File: config.mk
export PLATFORM = sky130hd
export DESIGN_NAME = serial_tx_scheduler
export DESIGN_NICKNAME = d
export VERILOG_FILES = /design/src/rtl/serial_tx_scheduler.sv
export SDC_FILE = /design/constraint.sdc
export NUM_CORES = 1
export LEC_CHECK = 0
export CAP_MARGIN = 25
export CORE_MARGIN = 1
export CORE_UTILIZATION = 25
export DETAILED_ROUTE_END_ITERATION = 8
export PLACE_DENSITY = 0.44
export RECOVER_POWER = 25
export SKIP_CTS_REPAIR_TIMING = 1
export SYNTH_ARGS = -nofsm -noshare
export SYNTH_HDL_FRONTEND = slang
export SYNTH_SLANG_ARGS = --single-unit
export TNS_END_PERCENT = 10
File: constraint.sdc
create_clock -name clk -period 2.1 [get_ports clk]
set_input_delay 0.42 -clock clk [delete_from_list [all_inputs] [get_ports clk]]
set_output_delay 0.42 -clock clk [all_outputs]
set_load 0.02 [all_outputs]
File: src/rtl/serial_tx_scheduler.sv
// -----------------------------------------------------------------------------
// serial_tx_scheduler
//
// Purpose:
//   Sequencer/arbiter in front of the 10-bit parallel-in serial-out frame
//   shifter. Two requesters offer bytes over valid/ready. One byte is granted
//   at a time and held on sr_data for the whole frame. The block generates the
//   shifter controls:
//     - sr_clk    : one-cycle bit tick
//     - sr_en     : enable
//     - sr_finish : hold
//   After the frame the block enforces an idle gap of IDLE_GAP bit periods.
//
// Parameters:
//   CLK_DIV    : clk cycles per bit tick (>= 2)
//   FRAME_BITS : sr_clk pulses per frame (start + 8 data + stop)
//   IDLE_GAP   : bit periods of enforced gap after each frame (>= 0)
//
// Ports:
//   clk         in   clock, all logic on posedge
//   reset       in   synchronous, active-high
//   req0_valid  in   requester 0 has a byte
//   req0_data   in   requester 0 byte
//   req0_ready  out  requester 0 byte accepted this cycle when valid&ready
//   req1_valid  in   requester 1 has a byte
//   req1_data   in   requester 1 byte
//   req1_ready  out  requester 1 byte accepted this cycle when valid&ready
//   sr_clk      out  one-cycle bit tick to the shifter
//   sr_en       out  shifter enable, high for the whole SHIFT state
//   sr_finish   out  shifter hold, high in IDLE/GAP, low in SHIFT
//   sr_data     out  granted byte, stable from accept until the next accept
//   busy        out  high in SHIFT and GAP
//   grant_id    out  requester owning the current/last frame
//   frame_done  out  one-cycle pulse on return to IDLE
//
// Configuration macro:
//   TXSCHED_RR_EN : when defined, ties go to the requester named by a
//                   round-robin pointer. After each accept the pointer moves
//                   to the requester that was not granted. When undefined,
//                   req0 always wins ties.
// -----------------------------------------------------------------------------
module serial_tx_scheduler #(
    parameter int CLK_DIV    = 434,
    parameter int FRAME_BITS = 10,
    parameter int IDLE_GAP   = 1
) (
    input  logic       clk,
    input  logic       reset,
    input  logic       req0_valid,
    input  logic [7:0] req0_data,
    output logic       req0_ready,
    input  logic       req1_valid,
    input  logic [7:0] req1_data,
    output logic       req1_ready,
    output logic       sr_clk,
    output logic       sr_en,
    output logic       sr_finish,
    output logic [7:0] sr_data,
    output logic       busy,
    output logic       grant_id,
    output logic       frame_done
);

    localparam int BAUD_W  = $clog2(CLK_DIV);
    localparam int CNT_MAX = (FRAME_BITS > IDLE_GAP) ? FRAME_BITS : IDLE_GAP;
    // One counter serves as the bit counter in SHIFT and the gap counter in GAP.
    localparam int CNT_W   = $clog2(CNT_MAX + 1);

    typedef enum logic [1:0] {
        ST_IDLE  = 2'd0,
        ST_SHIFT = 2'd1,
        ST_GAP   = 2'd2
    } state_t;

    state_t            state_q, state_d;
    logic [BAUD_W-1:0] baud_q, baud_d;
    logic [CNT_W-1:0]  cnt_q, cnt_d;
    logic              sr_clk_q, sr_clk_d;
    logic              sr_en_q, sr_en_d;
    logic              sr_finish_q, sr_finish_d;
    logic [7:0]        sr_data_q, sr_data_d;
    logic              busy_q, busy_d;
    logic              grant_q, grant_d;
    logic              frame_done_q, frame_done_d;
`ifdef TXSCHED_RR_EN
    logic              rr_ptr_q, rr_ptr_d;
`endif

    logic winner_s;
    logic any_valid_s;
    logic accept_s;
    logic baud_wrap_s;

    // Arbitration: pick the requester that wins this cycle from the valids.
    always_comb begin
        any_valid_s = req0_valid | req1_valid;
`ifdef TXSCHED_RR_EN
        if (req0_valid && req1_valid) begin
            winner_s = rr_ptr_q;
        end else if (req0_valid) begin
            winner_s = 1'b0;
        end else begin
            winner_s = 1'b1;
        end
`else
        if (req0_valid) begin
            winner_s = 1'b0;
        end else begin
            winner_s = 1'b1;
        end
`endif
    end

    // Handshake. Ready is held low while reset is asserted. A byte offered
    // during reset therefore stays pending and is taken on the first cycle
    // after release, instead of being lost to the reset.
    assign accept_s    = (state_q == ST_IDLE) && !reset && any_valid_s;
    assign req0_ready  = accept_s && req0_valid && (winner_s == 1'b0);
    assign req1_ready  = accept_s && req1_valid && (winner_s == 1'b1);
    assign baud_wrap_s = (baud_q == BAUD_W'(CLK_DIV - 1));

    // Next-state and next-output computation for the frame sequencer.
    always_comb begin
        state_d      = state_q;
        baud_d       = baud_q;
        cnt_d        = cnt_q;
        sr_clk_d     = 1'b0;
        sr_en_d      = sr_en_q;
        sr_finish_d  = sr_finish_q;
        sr_data_d    = sr_data_q;
        busy_d       = busy_q;
        grant_d      = grant_q;
        frame_done_d = 1'b0;
`ifdef TXSCHED_RR_EN
        rr_ptr_d     = rr_ptr_q;
`endif
        case (state_q)
            ST_IDLE: begin
                if (accept_s) begin
                    sr_data_d   = winner_s ? req1_data : req0_data;
                    grant_d     = winner_s;
                    baud_d      = {BAUD_W{1'b0}};
                    cnt_d       = {CNT_W{1'b0}};
                    sr_en_d     = 1'b1;
                    sr_finish_d = 1'b0;
                    busy_d      = 1'b1;
                    state_d     = ST_SHIFT;
`ifdef TXSCHED_RR_EN
                    rr_ptr_d    = ~winner_s;
`endif
                end else begin
                    state_d = ST_IDLE;
                end
            end
            ST_SHIFT: begin
                if (baud_wrap_s) begin
                    baud_d   = {BAUD_W{1'b0}};
                    sr_clk_d = 1'b1;
                    if (cnt_q == CNT_W'(FRAME_BITS - 1)) begin
                        // This edge emits the last bit tick of the frame.
                        cnt_d       = {CNT_W{1'b0}};
                        sr_en_d     = 1'b0;
                        sr_finish_d = 1'b1;
                        if (IDLE_GAP == 0) begin
                            state_d      = ST_IDLE;
                            busy_d       = 1'b0;
                            frame_done_d = 1'b1;
                        end else begin
                            state_d = ST_GAP;
                        end
                    end else begin
                        cnt_d = cnt_q + CNT_W'(1);
                    end
                end else begin
                    baud_d = baud_q + BAUD_W'(1);
                end
            end
            ST_GAP: begin
                if (baud_wrap_s) begin
                    baud_d = {BAUD_W{1'b0}};
                    if (cnt_q == CNT_W'(IDLE_GAP - 1)) begin
                        cnt_d        = {CNT_W{1'b0}};
                        state_d      = ST_IDLE;
                        busy_d       = 1'b0;
                        frame_done_d = 1'b1;
                    end else begin
                        cnt_d = cnt_q + CNT_W'(1);
                    end
                end else begin
                    baud_d = baud_q + BAUD_W'(1);
                end
            end
            default: begin
                // An illegal encoding falls back to a safe idle state.
                state_d     = ST_IDLE;
                baud_d      = {BAUD_W{1'b0}};
                cnt_d       = {CNT_W{1'b0}};
                sr_en_d     = 1'b0;
                sr_finish_d = 1'b1;
                busy_d      = 1'b0;
            end
        endcase
    end

    // State and output registers with synchronous active-high reset.
    always_ff @(posedge clk) begin
        if (reset) begin
            state_q      <= ST_IDLE;
            baud_q       <= {BAUD_W{1'b0}};
            cnt_q        <= {CNT_W{1'b0}};
            sr_clk_q     <= 1'b0;
            sr_en_q      <= 1'b0;
            sr_finish_q  <= 1'b1;
            sr_data_q    <= 8'h00;
            busy_q       <= 1'b0;
            grant_q      <= 1'b0;
            frame_done_q <= 1'b0;
`ifdef TXSCHED_RR_EN
            rr_ptr_q     <= 1'b0;
`endif
        end else begin
            state_q      <= state_d;
            baud_q       <= baud_d;
            cnt_q        <= cnt_d;
            sr_clk_q     <= sr_clk_d;
            sr_en_q      <= sr_en_d;
            sr_finish_q  <= sr_finish_d;
            sr_data_q    <= sr_data_d;
            busy_q       <= busy_d;
            grant_q      <= grant_d;
            frame_done_q <= frame_done_d;
`ifdef TXSCHED_RR_EN
            rr_ptr_q     <= rr_ptr_d;
`endif
        end
    end

    assign sr_clk     = sr_clk_q;
    assign sr_en      = sr_en_q;
    assign sr_finish  = sr_finish_q;
    assign sr_data    = sr_data_q;
    assign busy       = busy_q;
    assign grant_id   = grant_q;
    assign frame_done = frame_done_q;

endmodule

# After elaboration in Yosys (flattened, before gate mapping)
# Cells that the tools add are included.
# word_totals
latch_bits,0
out_inout_bits,16
mem_bits_rw,0
n_memories,0
elab_cells,72
mem_bits_ro,0
in_bits,20
register_bits,29
# classes
multipliers,0
addsub,2
div_mod_pow,0
magnitude_cmp,0
shifts,0
eq_ne,9
bitwise,4
reduce_logical,17
mux,30
# op_table
cell,count
2-to-1 mux 4 bit,5
2-to-1 mux 9 bit,2
one-hot mux 9 bit (2 select lines),1
2-to-1 mux 1 bit,12
one-hot mux 4 bit (3 select lines),1
AND reduction 4 bit,3
"!= test 2 bit, second input constant",5
"adder 9 x 1 -> 9 bit, second input constant",1
"== test 9 bit, second input constant",1
one-hot mux 1 bit (3 select lines),3
2-to-1 mux 2 bit,4
2-to-1 mux 8 bit,1
logical AND 1 bit,6
one-hot mux 2 bit (3 select lines),1
"adder 4 x 1 -> 4 bit, second input constant",1
"== test 4 bit, second input constant",1
logical NOT 4 bit,1
OR reduction 2 bit,2
NOT 1 bit,3
AND reduction 3 bit,1
OR reduction 3 bit,1
"== test 2 x 1 -> 1 bit, second input constant",1
"== test 2 bit, second input constant",1
logical NOT 2 bit,1
other kinds (3),3

# Logic depth before layout (Yosys ltp)
# logic_depth
ltp_word,5
mapped_depth,9
mapped_depth_nobuf,6

# Worst setup path after synthesis
# OpenSTA, ideal clock, no wires.
# synth_path
kind,reg-to-reg
start,reg state_q[1]
end,reg state_q[1]
slack_ps,387
t_arrival_ps,1610
path_stages_with_launch,7
setup_ps,103
path_cell_list,dfxtp_1 > inv_1 > ha_1 > or3b_1 > a21oi_1 > o21ai_1 > a2111oi_2
# synth_between
elab_cells_between_ends,9
cone_classes,eq/ne (6); mux (1); reduce/logical (2)
# synth_rtl
item,line,rtl
start: declaration,75,"state_t state_q, state_d;"
start signal: assignment,222,state_q <= state_d;
== test 2 bit (tied with other cells),137,case (state_q)
one-hot mux 2 bit (3 select lines) (*),137,
via state_d[1],75,
# Mark *: on every way through the listed nets, which the timed path passes. The rest lies on a longest branch.
# A chain may end at the register's enable or synchronous reset.

# Final worst setup path
# layout_path
start,reg state_q[0]
end,out req1_ready
# layout_between
elab_chain_len,5
# layout_lines
item,line,rtl
logical NOT 2 bit,117,assign accept_s = (state_q == ST_IDLE) && !reset && any_valid_s;
logical AND 1 bit (2 in series),117,
logical AND 1 bit (2 in series),119,assign req1_ready = accept_s && req1_valid && (winner_s == 1'b1);
end: declaration,54,"output logic req1_ready,"
# Every way passes these cells.

==> out/metrics.cfg <==
[outcome]
status=complete, no violations

[global_route]
grt_pass1_wl_um=6451
grt-ovfl-total=0
grt_max_degree=19
grt_pass1_vias=1330
grt_antenna_before_repair=0
grt_usage_pct=13.19

[sta]
finalHoldViolCount=0
fin_ws_ns=0.1881
max_slew_margin_pct=70.56
fmax_mhz=523.0
tightest_slew_ns=0.4396
finalCritPeriodShare_pct=91.04
rsz0062_at_grt=no
clock_skew_ns=0.006735
maxSlewViolCount=0
setup_viol=0
period_needed_ns=1.912

[routing]
vias_per_cell=4.791
drc=0
drtIter0Drc=62
drt-total-wl_um=3893
wire_per_inst_um=12.93
first_pass_iters=4
routed-via-count=1442
ant_nets=0

[logic_synthesis]
syn_avg_cell_area_um2=9.121
synth_top_family_by_area=compound AO/OA/AOI/OAI gates
yosys.area_share.simple_pct=20.97
synth_edf_count=0
syn_nets=204
ys_ff_latch=29
synth-xor-area-share_pct=2.728
synthArstFlopShare_pct=0
synth_adder_area_share_pct=6.235
netlist_area_mm2=0.001605
yosysWarnings=0
synth_cell_types=49
yosysSeqAreaShare_pct=36.17
synth_compound_area_share_pct=21.28
synthFlopType=dfxtp_1
synth_cells=176
synth_mux_area_share_pct=5.690

[worst_setup_path]
critPathMaxFanout=3
worstSetupStartpointType=flop
r2r_cells=7
crit_type=flop to output pin
crit_required_ns=1.68
r2r-end=state_q[1]
crit_arrival_ns=1.49
end_kind=output pin
r2r-start=state_q[1]
rrSetupSlack_ns=0.20

[placement]
post-dp-hpwl_um=2983
dpl_worst_slack_ns=-0.1603
gp_congestion=0.7178
place_area_mm2=0.002122
port_buffers=35

[floorplanning]
die_h_um=82.13
io_pins=36
die_x_um=82.13
die-area_mm2=0.006745
row_count=28
core_mm2=0.006061
initial_core_util_pct=26.49

[final_layout]
fillCellCount=647
drive_above_1_share_pct=14.16
antenna_cells=0
final_core_util_pct=36.52
final_area_mm2=0.002213
nets=254
area_growth_pct=37.88

[power_and_ir_drop]
power.total_mw=1.452
ir_worst_vdd_v=0.0002887
power_density_mw_per_mm2=655.9
cellLeakagePower_nw=0.8510

[clocking]
clock_sinks=29
cts-root-buf=clkbuf_8
cts_buffers=5
clkSlewWorstSetupHoldPaths_ns=0.06
cts_max_level=2
tritoncts=done
clk_latency_ns=0.27
clk_path_buf_depth=2

[min_path]
hold_depth=2
hold_end=grant_id
min_from=grant_id
hold_path_class=flop to flop

[job]
cap_violations=0

==> power breakdown <==
part / internal (mW) / total (mW) / switching (mW)
Clock: 0.260 / 0.463 / 0.203
Sequential: 0.586 / 0.608 / 0.0219
Combinational: 0.190 / 0.381 / 0.191
Total: 1.04 / 1.45 / 0.416
==> metrics by stage <==
| step | std cells | hold slack, ns | TNS, ns |
|---|---|---|---|
| after floorplan | 176 | 0.4800 | 0 |
| after global placement | 294 | 0.4730 | -0.2751 |
| after detailed placement | 294 | 0.4540 | -0.3690 |
| after CTS | 301 | 0.4630 | -0.4377 |
| after global routing | 301 | 0.4840 | 0 |
| final | 301 | 0.4575 | 0 |
==> cells in the mapped netlist, drive strengths merged, types with 3 or more instances <==
library cell | number | area (um^2)
nor2 | 20 | 75.07
nand2 | 5 | 18.77
nand3 | 6 | 30.03
ha | 8 | 100.1
o21ai | 7 | 38.79
dfxtp | 29 | 580.6
xnor2 | 5 | 43.79
inv | 12 | 45.04
a21oi | 8 | 43.79
mux2i | 8 | 80.08
a211oi | 11 | 82.58
nand4 | 7 | 43.79
buf | 8 | 55.05
a31oi | 3 | 18.77
o31ai | 3 | 22.52
==> how the worst max path moves through the flow <==
stage	start	to	cells past startpoint
finish	state_q[0]	req1_ready	5
global route	state_q[0]	req1_ready	5
CTS	state_q[0]	req1_ready	5
detailed placement	reset	req1_ready	4
global placement	reset	req1_ready	4
floorplan	state_q[1]	state_q[1]	6
==> layout make-up <==
cell class              count  area [um^2]  area share (%)
well taps                  75        93.84           4.240
repair buffers             53        490.5           22.16
flip-flops and latches     29        580.6           26.23
multi-input cells         124        913.4           41.27
clock buffers               7        86.33           3.901
inverters                  13        48.80           2.205
==> critical path, cell delays in order, from the launching register on <==
cell and delay [ns]:
dfxtp_1 0.31, inv_1 0.09, ha_1 0.18, nor2b_1 0.20, and3b_1 0.20, dlymetal6s2s_1 0.23
==> registers in the layout (all words and copies together), names as in the netlist <==
| register | count |
|---|---|
| state_q | 2 |
| sr_en | 1 |
| frame_done | 1 |
| sr_finish | 1 |
| cnt_q | 4 |
| grant_id | 1 |
| sr_data | 8 |
| sr_clk | 1 |
| baud_q | 9 |
| busy | 1 |
==> metal layers <==
metal / track usage, % / part of all wire [%]
met1: 16.59 / 49
met2: 20.58 / 47
met3: 3.626 / 2.3
met4: 6.491 / 2.0
met5: 0 / 0
==> cell usage in the layout (no fill, tap or decap), drive strengths merged, types with 2 or more instances in the layout <==
cell            n
and4bb          2
dlymetal6s2s    2
nor3b           2
mux2i           8
nand4           7
nand3           6
clkbuf          8
a31oi           3
o21bai          2
o31ai           3
and3b           2
xnor2           5
and2            2
o21a            2
clkdlybuf4s50  26
a21oi           8
nor2           20
inv            12
ha              8
dfxtp          29
nand2           5
a211oi         11
dlygate4sd3     7
nor2b           2
buf            17
a2111oi         2
o21ai           7
==> cells by family (layout without fill, tap and decap cells) <==
family                     count (synthesis)  in the layout
and+or+nand+nor                           57             57
AOI/OAI and AO/OA                         45             45
DFF                                       29             29
buffers and inverters                     23             73
muxes                                      9              9
adders and majority gates                  8              8
xor gates and xnor gates                   5              5
No activity file was read; power rests on OpenSTA's default activity.
